**src/rtl/cdpga_pll_seq_pkg.sv**
```systemverilog
// Shared definitions for the PLL power-up/recovery sequencer: state encoding and widths.
package cdpga_pll_seq_pkg;

    localparam int unsigned ST_W    = 3;
    localparam int unsigned RETRY_W = 4;

    typedef enum logic [ST_W-1:0] {
        ST_RST_PLL   = 3'd0,
        ST_WAIT_LOCK = 3'd1,
        ST_STABLE    = 3'd2,
        ST_RUN       = 3'd3,
        ST_FAIL      = 3'd4
    } pll_state_e;

    // PLL is out of reset while waiting for, qualifying, or running on lock
    function automatic logic pll_released(input pll_state_e st);
        return (st == ST_WAIT_LOCK) || (st == ST_STABLE) || (st == ST_RUN);
    endfunction

endpackage

```
**src/rtl/cdpga_sync2.sv**
```systemverilog
// Generic two-flop synchronizer for a single asynchronous level, resets to 0.
module cdpga_sync2 (
    input  logic clk,
    input  logic reset_n,
    input  logic d,
    output logic q
);

    logic meta;

    always_ff @(posedge clk or negedge reset_n) begin
        if (!reset_n) begin
            meta <= 1'b0;
            q    <= 1'b0;
        end else begin
            meta <= d;
            q    <= meta;
        end
    end

endmodule

```
**src/rtl/cdpga_pll_seq.sv**
```systemverilog
// PLL reset sequencer: timed PLL reset, lock wait with bounded retries,
// lock qualification, then core reset release and lock-loss recovery.
module cdpga_pll_seq
    import cdpga_pll_seq_pkg::*;
#(
    parameter int unsigned RST_CYCLES    = 16,
    parameter int unsigned LOCK_TIMEOUT  = 16000,
    parameter int unsigned STABLE_CYCLES = 256,
    parameter int unsigned MAX_RETRY     = 3,
    parameter int unsigned CNT_W         = 16
) (
    input  logic               clk,
    input  logic               reset_n,
    input  logic               restart,
    input  logic               pll_lock,
    output logic               pll_resetb,
    output logic               core_rst_n,
    output logic               locked,
    output logic               lock_lost,
    output logic               fail,
    output logic [RETRY_W-1:0] retry_cnt
);

    localparam logic [CNT_W-1:0]   RST_LAST    = CNT_W'(RST_CYCLES - 1);
    localparam logic [CNT_W-1:0]   TO_LAST     = CNT_W'(LOCK_TIMEOUT - 1);
    localparam logic [CNT_W-1:0]   STABLE_LAST = CNT_W'(STABLE_CYCLES - 1);
    localparam logic [RETRY_W-1:0] RETRY_MAX   = RETRY_W'(MAX_RETRY);

    pll_state_e         state, state_nxt;
    logic [CNT_W-1:0]   cnt, cnt_nxt;
    logic [RETRY_W-1:0] retry_nxt;
    logic               lost_nxt;
    logic               lock_s;

    cdpga_sync2 u_lock_sync (
        .clk     (clk),
        .reset_n (reset_n),
        .d       (pll_lock),
        .q       (lock_s)
    );

    // Next-state, counter and status; restart overrides every other transition
    always_comb begin
        state_nxt = state;
        retry_nxt = retry_cnt;
        lost_nxt  = lock_lost;
        cnt_nxt   = cnt + CNT_W'(1);

        if (restart) begin
            state_nxt = ST_RST_PLL;
            retry_nxt = '0;
            lost_nxt  = 1'b0;
        end else begin
            case (state)
                ST_RST_PLL: begin
                    if (cnt == RST_LAST) state_nxt = ST_WAIT_LOCK;
                end
                ST_WAIT_LOCK: begin
                    if (lock_s) begin
                        state_nxt = ST_STABLE;
                    end else if (cnt == TO_LAST) begin
                        if (retry_cnt == RETRY_MAX) begin
                            state_nxt = ST_FAIL;
                        end else begin
                            state_nxt = ST_RST_PLL;
                            retry_nxt = retry_cnt + RETRY_W'(1);
                        end
                    end
                end
                ST_STABLE: begin
                    if (!lock_s)                  state_nxt = ST_WAIT_LOCK;
                    else if (cnt == STABLE_LAST)  state_nxt = ST_RUN;
                end
                ST_RUN: begin
                    if (!lock_s) begin
                        state_nxt = ST_RST_PLL;
                        lost_nxt  = 1'b1;
                        retry_nxt = '0;
                    end
                end
                ST_FAIL: ;
                default: state_nxt = ST_RST_PLL;
            endcase
        end

        // Counter only runs in timed states and restarts on every entry
        if (restart || (state_nxt != state) || (state == ST_RUN) || (state == ST_FAIL)) begin
            cnt_nxt = '0;
        end
    end

    // State, counter and registered outputs derived from the next state
    always_ff @(posedge clk or negedge reset_n) begin
        if (!reset_n) begin
            state      <= ST_RST_PLL;
            cnt        <= '0;
            retry_cnt  <= '0;
            lock_lost  <= 1'b0;
            pll_resetb <= 1'b0;
            core_rst_n <= 1'b0;
            locked     <= 1'b0;
            fail       <= 1'b0;
        end else begin
            state      <= state_nxt;
            cnt        <= cnt_nxt;
            retry_cnt  <= retry_nxt;
            lock_lost  <= lost_nxt;
            pll_resetb <= pll_released(state_nxt);
            core_rst_n <= (state_nxt == ST_RUN);
            locked     <= (state_nxt == ST_RUN);
            fail       <= (state_nxt == ST_FAIL);
        end
    end

endmodule
```
**config.mk**
```make
export PLATFORM = sky130hd
export DESIGN_NAME = cdpga_pll_seq
export DESIGN_NICKNAME = d
export VERILOG_FILES = /design/src/rtl/cdpga_pll_seq_pkg.sv /design/src/rtl/cdpga_sync2.sv /design/src/rtl/cdpga_pll_seq.sv
export SDC_FILE = /design/constraint.sdc
export NUM_CORES = 1
export LEC_CHECK = 0
export ABC_AREA = 1
export CAP_MARGIN = 10
export CORE_UTILIZATION = 33
export CTS_CLUSTER_DIAMETER = 80
export DETAILED_ROUTE_END_ITERATION = 16
export GPL_TIMING_DRIVEN = 0
export MAX_ROUTING_LAYER = met4
export SYNTH_ARGS = -nofsm -noshare
export SYNTH_HDL_FRONTEND = slang
export SYNTH_HIERARCHICAL = 1
export SYNTH_SLANG_ARGS = --single-unit
export TNS_END_PERCENT = 100
```
**constraint.sdc**
```tcl
create_clock -name clk -period 1.6 [get_ports clk]
set_input_delay 0.32 -clock clk [delete_from_list [all_inputs] [get_ports clk]]
set_output_delay 0.32 -clock clk [all_outputs]
set_load 0.02 [all_outputs]
```
[Yosys cells after proc, flatten, opt, wreduce, memory -nomap -nowiden]
Index checks and enable logic that the tools add are counted.
Operators by class
  equal/unequal tests: 18
  multiplexer cells: 19
  reduce and logical (&&, ||, !) cells: 10
  $add $sub $neg: 2
Operators by type and width (count)
  two-way mux 3 bit: 8
  two-way mux 4 bit: 5
  adder 16 x 1 -> 16 bit, second input constant: 1
  == test 16 x 14 -> 1 bit, second input constant: 1
  == test 16 x 4 -> 1 bit, second input constant: 1
  == test 16 x 8 -> 1 bit, second input constant: 1
  two-way mux 16 bit: 1
  case mux 3 bit (5 select lines): 1
  == test 3 x 2 -> 1 bit, second input constant: 4
  inequality test 3 bit, second input constant: 4
  case mux 4 bit (2 select lines): 1
  == test 3 x 1 -> 1 bit, second input constant: 2
  == test 3 bit, second input constant: 2
  logical OR 1 bit: 5
  AND reduction 5 bit: 1
  adder 4 x 1 -> 4 bit, second input constant: 1
  == test 4 x 2 -> 1 bit, second input constant: 1
  zero test 3 bit: 1
  two-way mux 1 bit: 3
  inequality test 3 bit: 1
  nonzero test 3 bit: 1
  inequality test 2 bit, second input constant: 1
  AND reduction 2 bit: 1
  nonzero test 2 bit: 1
Word-level totals
  output and inout bits: 9
  register bits: 29

[Depth between registers and ports, before layout]
Gate-level depths: netlist of run 1.
  word-level depth: 11
  mapped depth: 13
  gate-level depth less buffers: 12

[By module]
The synthesis of run 1 kept the hierarchy.
Modules (own cells, without submodules)
  cdpga_pll_seq: area an instance 1496.4 µm², cells an instance 183, times used 1
  cdpga_sync2: area an instance 50.0 µm², cells an instance 2, times used 1

[Worst setup path after synthesis of run 1]
OpenSTA, ideal clock, no wires.
  path kind: register to register
  from: register cnt[0]
  to: register cnt[11]
  stages on the path, launching flop included: 12
  slack: -26 ps
  data arrival time: 1503 ps
  period minus slack after synthesis: 1626 ps
  path through: dfrtp_1 ha_1 nand3_4 nor2_2 nand2_1 nand2_1 nand3_2 nand2_2 nand2_1 nand3_4 buf_6 nor2_2
On the way
  word-level cells in the longest chain between the ends: 10
RTL lines
  from (decl): line cdpga_pll_seq.sv:30  | logic [CNT_W-1:0] cnt, cnt_nxt;
  from (signal assigned): line cdpga_pll_seq.sv:105  | cnt <= cnt_nxt;
  == test 16 x 8 -> 1 bit / == test 16 x 14 -> 1 bit (equally long branches): line cdpga_pll_seq.sv:72, cdpga_pll_seq.sv:61
  two-way mux 3 bit, on equally long branches: line cdpga_pll_seq.sv:72, cdpga_pll_seq.sv:61
  two-way mux 3 bit, on equally long branches: line cdpga_pll_seq.sv:71, cdpga_pll_seq.sv:59
  case mux 3 bit (5 select lines): line cdpga_pll_seq.sv:54  | case (state)
  two-way mux 3 bit: line cdpga_pll_seq.sv:49  | if (restart) begin
  inequality test 3 bit: line cdpga_pll_seq.sv:87  | if (restart || (state_nxt != state) || (state == ST_RUN) || (state == ST_FAIL)) begin
  logical OR 1 bit (3 in series): line cdpga_pll_seq.sv:87
  two-way mux 16 bit (*): line cdpga_pll_seq.sv:87
  named net cnt_nxt[11]: line cdpga_pll_seq.sv:30
The timed path passes the listed nets; every way through them passes the cells marked *.
A chain may end at the register's enable or synchronous reset.

[Worst setup path after layout of run 1]
Same ends and word-level chain as after synthesis.

==> results.md, run 1 <==
- Share of cells above drive strength 1: between 30 and 40%
- Number of port buffers: 12
- Fin worst setup slack: -0.111 ns
- YS warnings: 6
- Peak VDD IR: approximately 440 µV
- Post-route ant nets: 0
- Synth area leader: dfrtp_1
- Tightest Hold Check Type: register to register
- HPWL after DPL: 2.15 mm
- Cell family with the largest share of critical-path delay: simple AND/OR/NAND/NOR gates
- CTS Hold Bufs: 0
- Ant. Diodes: 0
- Residual DRC count: 0
- CTS clk-pin slew, worst paths: 0.06 ns
- Max-slew headroom: about 60%
- Global-route wire length before repair: approximately 5.5 mm
- Max FO, Critical Path: 5
- CP bufs+invs: 1
- Total gr overflow: 0
- Post-DR wirelength/cell: roughly 12 µm
- Delay of the slowest critical-path stage: ~0.4 ns
- Worst path required time: between 1.5 and 2 ns
- Final Cell Area: about 2100 µm²
- Synth unique cells: 25
- Post-synthesis sequential area ratio: 46.9%
- Fmax: about 600 MHz
- Starting Density: a little over a third
- Final period utilization: 107%
- Multi-input gate area: 835 µm²
- CORE AREA: between 4000 and 5000 µm²
- Synth Cell Area: 1550 µm²
- Leak: 0.993 nW
- Die Span Y: 70.5 µm
- Pwr Density: around 680 nW/µm²
- Vias in the first global route: roughly 1200
- Sum Neg Setup Slack: -1.53 ns
- Crit-path cells: ha_4 > nand3_4 > nor2_4 > nand2_1 > nand2_1 > nand3_2 > nand2_2 > nand2_2 > nand3_4 > clkbuf_16 > nor2_2
- Area share of the largest cell type after synthesis: 46.9%
- Rows: 24
- DR iter-0 viols: 64
- Slew @ Worst Pin: between 0.6 and 0.7 ns
- Avg Vias per Cell: 4.62
- Largest net degree at the start of global routing: 20
- Placed inst area: approximately 1800 µm²
- Syn_area_per_cell: approximately 8.4 µm²
- Failing checks: setup timing
- Startpoint types: register
- TritonRoute pass-1 iters: 4
- Clock root buffer: clkbuf_8
- Hold Slack: 0.351 ns
- Clock skew: between 0.006 and 0.007 ns
- CP Class: register to register
- DR vias: roughly 1300
- Io pins: 13
- Period minus WS final: 1.71 ns
- Synth Register Bits: 29
- H-Tree Depth: 2
- Die Area: between 4000 and 5000 µm²
- RSZ-0062 raised after global routing: true
- Filler Cells Inserted: 428
- Final Hold Violating Endpoints: 0
- Worst-case clock buffer depth: 2
- Max-slew violation count: 0
- Routed wire length: around 3.2 mm
- Die width: slightly above 70 µm
- Later-pin clock latency in the skew report: about 0.28 ns
- Total CTS buffers: 5
- GRT Util Overall: 14.4%
- CP arrival: approximately 1.9 ns
- Maximum capacitance violations: 0
- Final-report setup violation count: 18
- Run status: finished, violations left
- Cells after Synth: about 190
- Area delta synth->final: 36.6%
- # nets final: about 230
- CP Capture Type: register
- CTS tree: yes
- Initial antenna violation count: 0
- Area contributors post-synth: dfrtp_1 47%, nand2_1 8.5%, nor2_1 7.0%
- Post-Syn Nets: between 150 and 200
- Crit-path slowest cell: dfrtp_1
- GPL Wtd Cong: 0.785
- Seq. cell area: between 700 and 800 µm²
- Sink Count: 29
[cells in the mapped netlist (all sizes together)]
cell type	instances
nor2	43
inv	21
a21oi	7
a31oi	1
nand4	2
buf	2
o22ai	1
xor2	8
nor3	7
dfrtp	29
xnor2	3
ha	2
nand2	39
o21ai	3
o21a	1
or2	1
nand3	15
[cells in the final DEF, fill, tap and decap left out, types with 2 or more instances in the layout]
cell type / n
dfrtp_1: 28
xor2_1: 8
nand3_2: 4
nand4_1: 2
o21ai_0: 2
nand2_1: 29
nand3_4: 2
clkbuf_8: 5
buf_4: 14
a21oi_1: 7
clkdlybuf4s50_1: 6
nand3_1: 9
nor3_1: 5
nor2_4: 9
nor2_2: 16
dlygate4sd2_1: 6
inv_1: 15
nand2_2: 10
nor2_1: 18
buf_6: 3
clkinv_2: 2
inv_2: 6
xnor2_1: 3
[area by class of cell]
cell class                      instances  share of cell area, %
Inverter                               21                   3.73
Buffer                                  2                   1.30
Clock buffer                            6                   3.44
Sequential cell                        29                   34.4
Clock inverter                          2                  0.474
Tap cell                               52                   3.08
Timing Repair Buffer                   30                   14.0
Multi-Input combinational cell        133                   39.5
[power breakdown]
part	total (mW)	internal (mW)	switching [mW]	leakage, nW
combinational	0.103	0.0478	0.0548	0.551
sequential	0.753	0.742	0.0107	0.396
clock	0.571	0.300	0.270	0.0450
[cells by family (layout without fill, tap and decap cells)]
kind of cell	count (synthesis)	in the layout	synth area share, %
flops	29	29	46.9
buf+inv	23	61	6.31
xor+xnor	11	11	6.23
fa+ha+maj	2	2	1.62
compound gates	13	13	4.53
simple gates	107	107	34.4
[worst reg2reg max path: cells and delay by family, from the launching register on]
| kind | cells | cell delay (ns) |
|---|---|---|
| AND/OR/NAND/NOR | 9 | 0.88 |
| flip-flops | 1 | 0.39 |
| buffers and inverters | 1 | 0.18 |
| adder cells (fa/ha/maj) | 1 | 0.16 |
[sequential cells by signal, indices dropped and copies added (netlist names)]
register and count:
cnt 16, retry_cnt 4, state 3, fail 1, lock_lost 1, locked 1
pll_resetb 1, u_lock_sync/meta 1, u_lock_sync/q 1
[worst paths after layout]
check | startpoint | to | slack, ns | depth (start not counted)
worst max-delay path | cnt[0] | cnt[11] | -0.11 | 11
worst min-delay path | u_lock_sync/meta | u_lock_sync/q | 0.35 | 0
worst max register to register | cnt[0] | cnt[11] | -0.11 | 11
worst min register to register | u_lock_sync/meta | u_lock_sync/q | 0.35 | 0
max in group asynchronous | reset_n | state[0] | 0.64 | 2
min in group asynchronous | reset_n | cnt[1] | 0.43 | 1
[stage by stage]
step / util (%) / setup slack [ns] / cells / total power, mW
floorplan: - / 0.00387 / 185 / 0.798
global placement: 39.4 / -0.538 / 249 / 0.829
detailed placement: 40.0 / -0.583 / 250 / 0.838
CTS: 44.5 / -0.0806 / 268 / 1.43
global route: 47.8 / -0.232 / 275 / 1.50
finish: 47.8 / -0.111 / 275 / 1.43
[routing by layer]
layer | up-vias | wire (µm) | GRT usage, %
met5 | - | 0 | -
met4 | 0 | 38 | 4.67
met3 | 5 | 104 | 4.04
met2 | 17 | 1530 | 21.7
met1 | 593 | 1570 | 18.7
li1 | 655 | - | -
[what timing repair did]
item / 4_1_cts / 5_1_grt
buffers inserted: 10 / 6
resized for setup: 21 / 23
gates cloned: 0 / 1
setup endpoints to repair: 23 / 20
hold endpoints to repair: 0 / 0
pin swaps: 6 / 12
(Power assumes the default switching activity.)
==> run 2: changes to the inputs <==
Settings changed: MAX_ROUTING_LAYER met4 to unset.
==> results.md, run 2 (synthesized netlist as in run 1, its figures left out) <==
- Routed wire length: between 3 and 4 mm
- Sequential Power Share: between 50% and 60%
- Initial antenna violation count: 0
- Post-route ant nets: 0
- Rows: 24
- CP Capture Type: register
- Total gr overflow: 0
- Clock root buffer: clkbuf_8
- Most frequent cells in the layout: 29 x nand2_1, 28 x dfrtp_1, 18 x nor2_1
- GRT Util Overall: 14.0%
- Top reg by flops: cnt
- Area delta synth->final: 36.6%
- Share of cells above drive strength 1: between 30% and 40%
- Total CTS buffers: 5
- Cell family with the largest share of critical-path delay: simple AND/OR/NAND/NOR gates
- Tightest Hold Check Type: register to register
- Clock skew: around 0.0055 ns
- Dpl cells: 250
- Worst path required time: around 1.8 ns
- Vias in the first global route: 1223
- Leak: a little under 1 nW
- CP arrival: ~1.9 ns
- Internal power: between 1 and 1.5 mW
- # nets final: roughly 230
- Later-pin clock latency in the skew report: between 0.2 and 0.3 ns
- CTS tree: yes
- CTS clk-pin slew, worst paths: approximately 0.060 ns
- Clock power frac: around two fifths
- Fmax: around 600 MHz
- Pwr Density: 677 nW/µm²
- Number of port buffers: 12
- Run status: finished, violations left
- CP Class: register to register
- Slew @ Worst Pin: 0.619 ns
- Max-slew headroom: around three fifths
- Startpoint types: register
- Ant. Diodes: 0
- Global-route wire length before repair: ~5.5 mm
- Sink Count: 29
- Die Area: 4960 µm²
- Die width: between 70 and 80 µm
- H-Tree Depth: 2
- GPL Wtd Cong: about 0.77
- Maximum capacitance violations: 0
- Overall power: 1.43 mW
- CP bufs+invs: 1
- Largest net degree at the start of global routing: 20
- Avg Vias per Cell: 4.65
- Period minus WS final: about 1.7 ns
- Starting Density: around a third
- Io pins: 13
- Most common cell after layout, fill and taps aside: nand2_1
- HPWL after DPL: 2.15 mm
- Switch Pwr: 0.338 mW
- Final Hold Violating Endpoints: 0
- Final-report setup violation count: 18
- Crit-path slowest cell: dfrtp_1
- Max FO, Critical Path: 5
- Residual DRC count: 0
- Gate power share: slightly above 7%
- Hold Slack: ~0.35 ns
- Max-slew violation count: 0
- Post-Layout Cell Count: ~280
- Largest register FFs: 16
- Fin worst setup slack: -0.111 ns
- Peak VDD IR: between 400 and 500 µV
- CORE AREA: ~4400 µm²
- Biggest regs: cnt: 16 flops, retry_cnt: 4 flops, state: 3 flops
- Post-DR wirelength/cell: 11.9 µm
- Die Span Y: roughly 70 µm
- Crit-path cells: ha_4 > nand3_4 > nor2_4 > nand2_1 > nand2_1 > nand3_2 > nand2_2 > nand2_2 > nand3_4 > clkbuf_16 > nor2_2
- DR iter-0 viols: 64
- Final period utilization: 107%
- RSZ-0062 raised after global routing: true
- Failing checks: setup timing
- Worst-case clock buffer depth: 2
- Delay of the slowest critical-path stage: 0.39 ns
- Sw frac: around a quarter
- DR vias: between 1000 and 1500
- TritonRoute pass-1 iters: 4
run 2: cell counts in the layout (fill, tap and decap cells not counted):
No cell type changed its count.
run 2: layer usage:
layer	global-route usage, %	up-vias	part of all wire, %	wire length [µm]
li1	-	656	-	-
met1	18.7	599	49	1590
met2	21.7	19	47	1530
met3	4.04	5	3.2	104
met4	4.67	0	1.2	38
met5	0	-	0	0
run 2: stage by stage:
stage	TNS, ns	setup WS [ns]	instance area (µm²)	utilization, %
after global routing	-3.98	-0.232	2110	47.8
after global placement	-16.96	-0.538	1740	39.4
after floorplan	0	0.00387	1550	-
after CTS	-0.892	-0.0806	1960	44.5
after detailed placement	-8.12	-0.583	1770	40.0
final	-1.53	-0.111	2110	47.8
run 2: worst paths after layout:
| path | from | endpoint | slack (ns) | depth (start not counted) |
|---|---|---|---|---|
| setup / recovery | cnt[0] | cnt[11] | -0.11 | 11 |
| hold / removal | u_lock_sync/meta | u_lock_sync/q | 0.35 | 0 |
| setup reg to reg | cnt[0] | cnt[11] | -0.11 | 11 |
| hold reg to reg | u_lock_sync/meta | u_lock_sync/q | 0.35 | 0 |
| max in group asynchronous | reset_n | state[0] | 0.64 | 2 |
| min in group asynchronous | reset_n | cnt[1] | 0.43 | 1 |
run 2: layout make-up:
type                    count  area, µm²
plain buffers               2       27.5
clock buffers               6       72.6
well taps                  52       65.1
clock inverters             2       10.0
fillers                   428       2300
inverters                  21       78.8
repair buffers             30        297
multi-input cells         133        835
flip-flops and latches     29        727
run 2: power groups by stage:
stage / sequential, mW / combinational [mW] / clock, mW
finish: 0.753 / 0.103 / 0.573
floorplan: 0.763 / 0.0352 / 0
global route: 0.755 / 0.114 / 0.627
global placement: 0.764 / 0.0651 / 0
detailed placement: 0.764 / 0.0741 / 0
CTS: 0.753 / 0.0854 / 0.589
run 2: repair_timing:
item,in CTS,in global routing
resized for setup,21,23
buffers inserted,10,6
pin swaps,6,12
setup endpoints to repair,23,20
hold buffers,0,0
cloned,0,1
